--- src/rtl/fifo_ctrl_fsm.sv ---
// Read/write control FSM for the FSM-based FIFO: RAM enables, pointers, occupancy and raw flags.
// Define FIFO_CTRL_ERR_EN to build the sticky overflow/underflow flags; otherwise they read 0.
module fifo_ctrl_fsm #(
  parameter int ADDR_WIDTH = 4
) (
  input  logic                  clk,
  input  logic                  Clear,
  input  logic                  wr_req,
  input  logic                  rd_req,
  output logic                  wr_en,
  output logic                  rd_en,
  output logic [ADDR_WIDTH-1:0] wr_addr,
  output logic [ADDR_WIDTH-1:0] rd_addr,
  output logic [ADDR_WIDTH:0]   count,
  output logic                  in_full,
  output logic                  in_empty,
  output logic                  ovf_err,
  output logic                  udf_err
);

  localparam int DEPTH = 2 ** ADDR_WIDTH;
  localparam logic [ADDR_WIDTH:0] CNT_ONE    = (ADDR_WIDTH+1)'(1);
  localparam logic [ADDR_WIDTH:0] CNT_NEARLY = (ADDR_WIDTH+1)'(DEPTH - 1);

  typedef enum logic [1:0] {EMPTY = 2'd0, NORMAL = 2'd1, FULL = 2'd2} state_t;
  state_t state;

  // Acceptance is zero-latency so the RAM sees enables in the request cycle.
  assign wr_en = wr_req & (state != FULL);
  assign rd_en = rd_req & (state != EMPTY);

  always_ff @(posedge clk) begin
    if (Clear) begin
      state    <= EMPTY;
      wr_addr  <= '0;
      rd_addr  <= '0;
      count    <= '0;
      in_full  <= 1'b0;
      in_empty <= 1'b1;
    end else begin
      if (wr_en) wr_addr <= wr_addr + 1'b1;
      if (rd_en) rd_addr <= rd_addr + 1'b1;
      if (wr_en & ~rd_en)      count <= count + 1'b1;
      else if (rd_en & ~wr_en) count <= count - 1'b1;
      // Flags are updated alongside the state so they stay pure flop outputs.
      case (state)
        EMPTY: if (wr_en) begin
          state    <= NORMAL;
          in_empty <= 1'b0;
        end
        NORMAL: begin
          if (wr_en & ~rd_en & (count == CNT_NEARLY)) begin
            state   <= FULL;
            in_full <= 1'b1;
          end else if (rd_en & ~wr_en & (count == CNT_ONE)) begin
            state    <= EMPTY;
            in_empty <= 1'b1;
          end
        end
        FULL: if (rd_en) begin
          state   <= NORMAL;
          in_full <= 1'b0;
        end
        default: begin
          state    <= EMPTY;
          in_full  <= 1'b0;
          in_empty <= 1'b1;
        end
      endcase
    end
  end

`ifdef FIFO_CTRL_ERR_EN
  always_ff @(posedge clk) begin
    if (Clear) begin
      ovf_err <= 1'b0;
      udf_err <= 1'b0;
    end else begin
      if ((state == FULL) & wr_req & ~rd_req) ovf_err <= 1'b1;
      if ((state == EMPTY) & rd_req)          udf_err <= 1'b1;
    end
  end
`else
  assign ovf_err = 1'b0;
  assign udf_err = 1'b0;
`endif

endmodule

--- config.mk ---
export PLATFORM = sky130hd
export DESIGN_NAME = fifo_ctrl_fsm
export DESIGN_NICKNAME = d
export VERILOG_FILES = /design/src/rtl/fifo_ctrl_fsm.sv
export SDC_FILE = /design/constraint.sdc
export NUM_CORES = 1
export LEC_CHECK = 0
export CAP_MARGIN = 40
export CORE_MARGIN = 2
export CORE_UTILIZATION = 30
export CTS_CLUSTER_DIAMETER = 60
export DETAILED_ROUTE_END_ITERATION = 6
export GPL_ROUTABILITY_DRIVEN = 1
export HOLD_SLACK_MARGIN = 0.12
export PLACE_DENSITY_LB_ADDON = 0.25
export REMOVE_ABC_BUFFERS = 1
export SYNTH_ARGS = -nofsm -noshare
export SYNTH_HDL_FRONTEND = slang
export SYNTH_SLANG_ARGS = --single-unit
--- constraint.sdc ---
create_clock -name clk -period 3.58 [get_ports clk]
set_clock_uncertainty 0.2 [all_clocks]
set_input_delay 0.537 -clock clk [delete_from_list [all_inputs] [get_ports clk]]
set_output_delay 0.537 -clock clk [all_outputs]
set_load 0.03 [all_outputs]
# Word-level counts from Yosys, hierarchy flattened
# Index checks and enable logic that the tools add are counted.
op_classes:
  addsub: 4
  n_lt_le_gt_ge: 0
  muxes: 14
  n_reduce_logical: 6
  multipliers: 0
  bitwise: 10
  eq_ne: 11
  shifts: 0
  div_mod_pow: 0
op_table:
  columns: ["cell", "count"]
  rows:
  - ["!= test 2 bit, second input constant", 6]
  - ["two-way mux 5 bit", 2]
  - ["adder 4 x 1 -> 4 bit, second input constant", 2]
  - ["two-way mux 2 bit", 4]
  - ["bitwise AND 1 bit", 6]
  - ["case mux 1 bit (3 select lines)", 2]
  - ["case mux 2 bit (3 select lines)", 1]
  - ["AND reduction 3 bit", 2]
  - ["adder 5 x 1 -> 5 bit, second input constant", 1]
  - ["== test 5 x 1 -> 1 bit, second input constant", 1]
  - ["== test 5 x 4 -> 1 bit, second input constant", 1]
  - ["two-way mux 1 bit", 5]
  - ["subtractor 5 x 1 -> 5 bit, second input constant", 1]
  - ["inverter 1 bit", 4]
  - ["AND reduction 4 bit", 1]
  - ["nonzero test 2 bit", 2]
  - ["!= test 3 bit, second input constant", 1]
  - ["== test 2 x 1 -> 1 bit, second input constant", 1]
  - ["== test 2 bit, second input constant", 1]
  - ["zero test 2 bit", 1]
word_totals:
  wordCells: 51
  memories: 0
  ramBits: 0
  rom_bits: 0
  register_bits: 17
  out_inout_bits: 19
  input_bits: 4
  latchBits: 0

# Logic depth before layout (Yosys ltp)
# Gate-level depths: netlist of the first run.
logic_depth:
  depth_word: 8
  depth_mapped: 8
  ltp_nobuf: 8

# Worst setup path after synthesis of the first run
# Ideal clock, no wire load.
synth_timing:
  path_kind: "input-to-reg"
  start: "input port rd_req"
  end: "register count[3]"
  path_stages: 6
  slack_ns: 0.960
  path_buffers: 0
  arrival_ns: 2.297
  path_cell_list: "o21ai_0 > inv_1 > ha_1 > or4_1 > mux2i_1 > mux2_1"
synth_via:
  elab_chain_cells: 4
  elab_cells_between_ends: 6
  classes_between: "1 x mux; 4 x bitwise; 1 x reduce/logical"
synth_rtl:
  columns: ["item", "line", "source"]
  rows:
  - ["start: declaration", "9", "input logic rd_req,"]
  - ["bitwise AND 1 bit (*)", "30", "assign rd_en = rd_req & (state != EMPTY);"]
  - ["net rd_en", "11", "output logic rd_en,"]
  - ["inverter 1 bit", "43", "if (wr_en & ~rd_en) count <= count + 1'b1;"]
  - ["bitwise AND 1 bit", "43", null]
  - ["two-way mux 5 bit or nonzero test 2 bit (tied branches)", null, null]
  - ["end signal: assignment", "43", null]
  - ["end signal: assignment", "44", "else if (rd_en & ~wr_en) count <= count - 1'b1;"]
  - ["end: declaration", "14", "output logic [ADDR_WIDTH:0] count,"]
# The timed path passes the listed nets; every way through them passes the cells marked *.
# A chain may end at the register's enable or synchronous reset.

# Worst setup path after layout of the first run
layout_timing:
  start: "input port rd_req"
  end: "output port rd_en"
layout_via:
  elab_chain_cells: 1
layout_rtl:
  columns: ["item", "line"]
  rows:
  - ["bitwise AND 1 bit", "30"]
  - ["end: declaration", "11"]
# No other way between the ends.

==> results of run 1 <==
==> final timing paths <==
check / startpoint / end / slack [ns] / depth (start not counted)
setup / recovery: rd_req / rd_en / 0.69 / 4
hold / removal: wr_addr[1] / wr_addr[1] / 0.32 / 2
hold reg to reg: wr_addr[1] / wr_addr[1] / 0.32 / 2
setup reg to reg: state[1] / count[3] / 0.98 / 6
==> power groups by stage <==
stage                     clock [mW]  sequential, mW  combinational (mW)
after floorplan                    0           0.250              0.0703
after global placement             0           0.228               0.143
after detailed placement           0           0.229               0.144
after CTS                      0.111           0.224               0.144
after global routing           0.119           0.227               0.156
final                          0.104           0.224               0.143
==> final cells by class <==
cell class	instances	area, um2	share of cell area
clock buffers	4	26.3	0.0218
well taps	44	55.1	0.0457
multi-input cells	85	559	0.465
flip-flops and latches	17	340	0.283
repair buffers	20	200	0.166
inverters	6	22.5	0.0187
==> sequential cells by signal (all words and copies together), names as in the netlist <==
register / flops
wr_addr: 4
state: 2
count: 5
in_empty: 1
in_full: 1
rd_addr: 4
==> metal layers <==
metal / global-route usage / vias to the layer above / routed length [um]
li1: - / 415 / -
met1: 0.155 / 366 / 914
met2: 0.174 / 10 / 878
met3: 0.0195 / 2 / 41
met4: 0.0762 / 0 / 27
met5: 0 / - / 0
==> cells in the mapped netlist (3+ instances only) <==
master | instances | area (um2)
nand2b_1 | 3 | 18.8
nor2_1 | 14 | 52.6
inv_1 | 6 | 22.5
xor2_1 | 5 | 43.8
dfxtp_1 | 17 | 340
nand2_1 | 12 | 45.0
a21oi_1 | 7 | 35.0
nor2b_1 | 3 | 18.8
ha_1 | 8 | 100
nand3_1 | 5 | 25.0
a31oi_1 | 3 | 18.8
==> metrics by stage <==
stage                     cells  power, mW  hold WS (ns)   util  area, um2
after floorplan             108      0.321         0.392      -        922
after global placement      172      0.371         0.282  0.389       1180
after detailed placement    172      0.373         0.290  0.389       1180
after CTS                   176      0.480         0.321  0.398       1200
after global routing        176      0.502         0.347  0.398       1200
final                       176      0.472         0.315  0.398       1200
==> cells by family after synthesis <==
kind of cell	synth area share
AND/OR/NAND/NOR	0.259
AO/OA/AOI/OAI	0.0984
other	0.00399
adder cells (fa/ha/maj)	0.106
flip-flops	0.362
multiplexers	0.0572
XOR/XNOR	0.0652
buffers and inverters	0.0479
==> worst reg2reg max path: cells and delay by family (launching register included) <==
family          cells  cell delay [ns]
fa+ha+maj           1             0.40
mux                 2             0.46
simple gates        1             0.54
flops               1             0.40
compound gates      1             0.31
buf+inv             1             0.18
==> qor.yml, run 1 <==
ant_nets: 0
syn_to_final_growth_pct: 27.9
io_pins: 23
setup_violations: 0
slowest_stage: "clkdlybuf4s50_1"
cts_htree_levels: 1
hold_viol: 0
power.share.combinational: 0.304
worst_slew_pin_slew_ns: 0.649
rsz0062_at_grt: "no"
core-area_um2: 3030
maxCapViolations: 0
cts_buffer_depth: 2
cts_buffers: 3
post_cts_buffers: 0
crit_fanout: 6
cpPeakStageDelay_ns: 0.70
synth_cell_type_count: 31
grt_usage: 0.117
setup_ws_ns: 0.691
overflow: 0
worst_ir_drop_vdd_mv: 0.169
cts_root_buf: "clkbuf_4"
cp_num_buf_inv: 3
dp_hpwl_mm: 1.42
pwr-share-seq: 0.474
outcome: "completed"
drc: 0
fp.dieH_um: 60.0
slew_violations: 0
die_w_um: 60.0
synth-edff-count: 0
min_period_over_period: 0.807
dp_slack_ns: 0.442
fin_nets: 145
fin_crit_ns: 2.89
p_clk_frac: 0.221
p_sw_uw: 160
antenna_cells: 0
clkLatencyLatePin_ns: 0.29
critPathCaptureType: "output pin"
fillCellCount: 313
grt_first_pass_wirelength_mm: 3.13
antenna_found_initial: 0
path_cells: "clkdlybuf4s50_1 -> o21ai_0 -> inv_1 -> clkdlybuf4s50_1"
syn_area_per_cell_um2: 8.48
crit_required_ns: 2.84
start_kind: "input port"
arrival_ns: 2.15
portBuffers: 20
drtIter0Drc: 37
yosysSeqAreaShare: 0.362
start_util: 0.311
vias: 793
drt-pass1-iter-count: 4
first_global_vias: 685
netlist_instances: 111
critPathMostFrequentCell: "clkdlybuf4s50_1"
via_per_inst: 4.51
final_common_cell: "clkdlybuf4s50_1"
final_cell_mix: "clkdlybuf4s50_1, dfxtp_1, nor2_1, nand2_1, ha_1"
power_leakage_nw: 0.488
fp-row-count: 20
synth_ff_type: "dfxtp_1"
worstSetupPathType: "input port to output pin"
die_area_um2: 3600
grt_max_degree: 21
drive_gt1_frac: 0.0606
postCtsHoldBufs: 0
cts_tree: "built"
synth-seq-cells: 17
async_flop_share: 0
postRouteWirelength_mm: 1.86
cts_resized: 0
power_density_nw_per_um2: 392
cp_top_family: "buffers and inverters"
gp_congestion: 0.776
clk_pin_slew_ns: 0.10
netlist_area_um2: 941
clock.fmax_ghz: 0.346
synth-warning-count: 0
setup-tns-final_ns: 0
slew_headroom: 0.566
swShare: 0.339
p_int_uw: 312
cts_sinks: 17
routedWlPerCell_um: 10.6
hp-class: "flop to flop"
(Power assumes the default switching activity.)
==> run 2: changes to the inputs <==
Clock period 3.58 ns to 2.42 ns, I/O delays scaled along.
==> run 2 against run 1 <==
Net effect: non-clock buffer count grew 9; largest power group unchanged; register-to-register slack got worse by 0.81 ns; wire length is 7.0% higher; core utilization grew 2.1 points; global-route usage is 0.74 points higher; critical path type is now input port to flop; power up 50%; first-iteration DRC count fell by 2.7%; design area is 5.4% higher.
==> qor.yml, run 2 (synthesis results as in run 1) <==
cts_sinks: 17  # unchanged
cts_root_buf: "clkbuf_4"
antenna_found_initial: 0  # unchanged
drc: 0  # unchanged
grt_max_degree: 15  # -29%
drive_gt1_frac: 0.149  # +0.0883
seq_area_um2: 342  # +0.37%
overflow: 0  # unchanged
gp_congestion: 0.730  # -5.9%
start_kind: "input port"
regMostFlops: "count"
multi_input_area_um2: 559  # unchanged
cts_htree_levels: 1  # unchanged
arrival_ns: 2.28  # +0.13 ns
hp-class: "flop to flop"
clock.fmax_ghz: 0.436
reg2reg_to: "count[3]"
holdPathStages: 2  # unchanged
ant_nets: 0  # unchanged
fp.dieH_um: 60.0  # unchanged
path_cells: "clkdlybuf4s50_1 -> o21ai_1 -> inv_1 -> ha_1 -> or4_1 -> mux2i_1 -> mux2_1"
die_area_um2: 3600  # unchanged
start_util: 0.311  # unchanged
fin_nets: 154  # +6.2%
dp_hpwl_mm: 1.52  # +7.0%
portBuffers: 20  # unchanged
cp_num_buf_inv: 2  # -1
rr_startpoint: "state[0]"
worst_ir_drop_vdd_mv: 0.261  # +55%
first_global_vias: 749  # +9.3%
cpPeakStageDelay_ns: 0.51  # -0.19 ns
cp_top_family: "simple AND/OR/NAND/NOR gates"
use_met1: 0.162  # +0.00703
io_pins: 23  # unchanged
final_cell_mix: "clkdlybuf4s50_1, dfxtp_1, nor2_1, nand2_1, buf_4"
routedWlPerCell_um: 10.8  # +1.8%
min_from: "wr_addr[1]"
clk_pin_slew_ns: 0.10  # about the same
cts_buffers: 3  # unchanged
postRouteWirelength_mm: 1.99  # +7.0%
slowest_stage: "or4_1"
outcome: "completed"
syn_to_final_growth_pct: 34.8
final_common_cell: "clkdlybuf4s50_1"
min_period_over_period: 0.948
crit_fanout: 2  # -4
grt_usage: 0.124  # +0.00735
hold_viol: 0  # unchanged
hold_path_end: "wr_addr[1]"
drtIter0Drc: 36  # -2.7%
drt-pass1-iter-count: 4  # unchanged
critPathCaptureType: "flop"
top_usage_layer: "met2"
fin_crit_ns: 2.29
cts_buffer_depth: 2  # unchanged
instances_no_fill: 185  # +5.1%
grtUsageMet2: 0.186  # +0.0124
gr-usage-met3: 0.0195  # unchanged
placed_cells: 181  # +5.2%
fp-row-count: 20  # unchanged
worst_slew_pin_slew_ns: 0.525  # -0.124 ns
power_density_nw_per_um2: 558  # +42%
vias: 817  # +3.0%
crit_required_ns: 2.40  # -0.44 ns
die_w_um: 60.0  # unchanged
slew_violations: 0  # unchanged
slew_headroom: 0.649  # +0.0830
power_leakage_nw: 0.537  # +10%
top_regs: "count (5), rd_addr (4), wr_addr (4)"
rsz0062_at_grt: "no"
grt_first_pass_wirelength_mm: 3.33  # +6.4%
largest_reg_flops: 5  # unchanged
core-area_um2: 3030  # unchanged
r2r_setup_slack_ns: 0.17  # -0.81 ns
cts_tree: "built"
maxCapViolations: 0  # unchanged
setup_violations: 0  # unchanged
via_per_inst: 4.42  # -2.0%
reg2regPathDepth: 6  # unchanged
worstSetupPathType: "input port to flop"
clkLatencyLatePin_ns: 0.29  # about the same
fillCellCount: 314  # +0.32%
antenna_cells: 0  # unchanged
power.total_uw: 708  # +50%
==> run 2: worst register-to-register path, delay by kind of cell (launching register included) <==
family,cells,cell delay [ns]
and+or+nand+nor,1,0.51
muxes,2,0.49
DFF,1,0.37
adders and majority gates,1,0.29
AOI/OAI and AO/OA,1,0.21
buffers and inverters,1,0.09
==> run 2: area by class of cell <==
| class | count | share of cell area |
|---|---|---|
| Sequential cell | 17 | 0.269 |
| Clock inverter | 1 | 0.00394 |
| Clock buffer | 3 | 0.0178 |
| Multi-Input combinational cell | 85 | 0.441 |
| Tap cell | 44 | 0.0434 |
| Inverter | 6 | 0.0178 |
| Timing Repair Buffer | 29 | 0.207 |
==> run 2: through the flow <==
step	utilization	TNS (ns)	hold slack [ns]	setup WS, ns	area (um2)
global route	0.419	0	0.331	0.0377	1270
global placement	0.410	-0.162	0.273	-0.162	1240
floorplan	-	-0.156	0.232	-0.156	922
finish	0.419	0	0.292	0.127	1270
detailed placement	0.410	-0.206	0.286	-0.206	1240
CTS	0.419	0	0.302	0.0452	1270
==> run 2: how the worst max path moves through the flow <==
| stage | start | to | slack [ns] | depth (start not counted) |
|---|---|---|---|---|
| final | rd_req | count[3] | 0.13 | 7 |
| after global routing | rd_req | count[3] | 0.04 | 7 |
| after CTS | state[0] | count[3] | 0.05 | 6 |
| after detailed placement | rd_req | count[3] | -0.21 | 7 |
| after global placement | rd_req | count[3] | -0.16 | 7 |
| after floorplan | state[1] | count[3] | -0.16 | 6 |
==> run 2: timing repair <==
| item | in CTS | in global routing |
|---|---|---|
| resized for setup | 0 | 2 |
| hold buffers | 0 | 0 |
| setup endpoints to repair | 0 | 1 |
| buffers inserted | 0 | 0 |
==> run 2: layer usage <==
layer	routed length, um	vias up
li1	-	434
met1	965	363
met2	947	16
met3	43	4
met4	36	0
met5	0	-
==> run 2: where the power goes <==
part | total, mW | leakage [nW] | internal [mW] | switching (mW)
sequential | 0.331 | 0.139 | 0.302 | 0.0294
clock | 0.153 | 0.0177 | 0.0614 | 0.0914
combinational | 0.224 | 0.380 | 0.103 | 0.121
total | 0.708 | 0.537 | 0.467 | 0.242
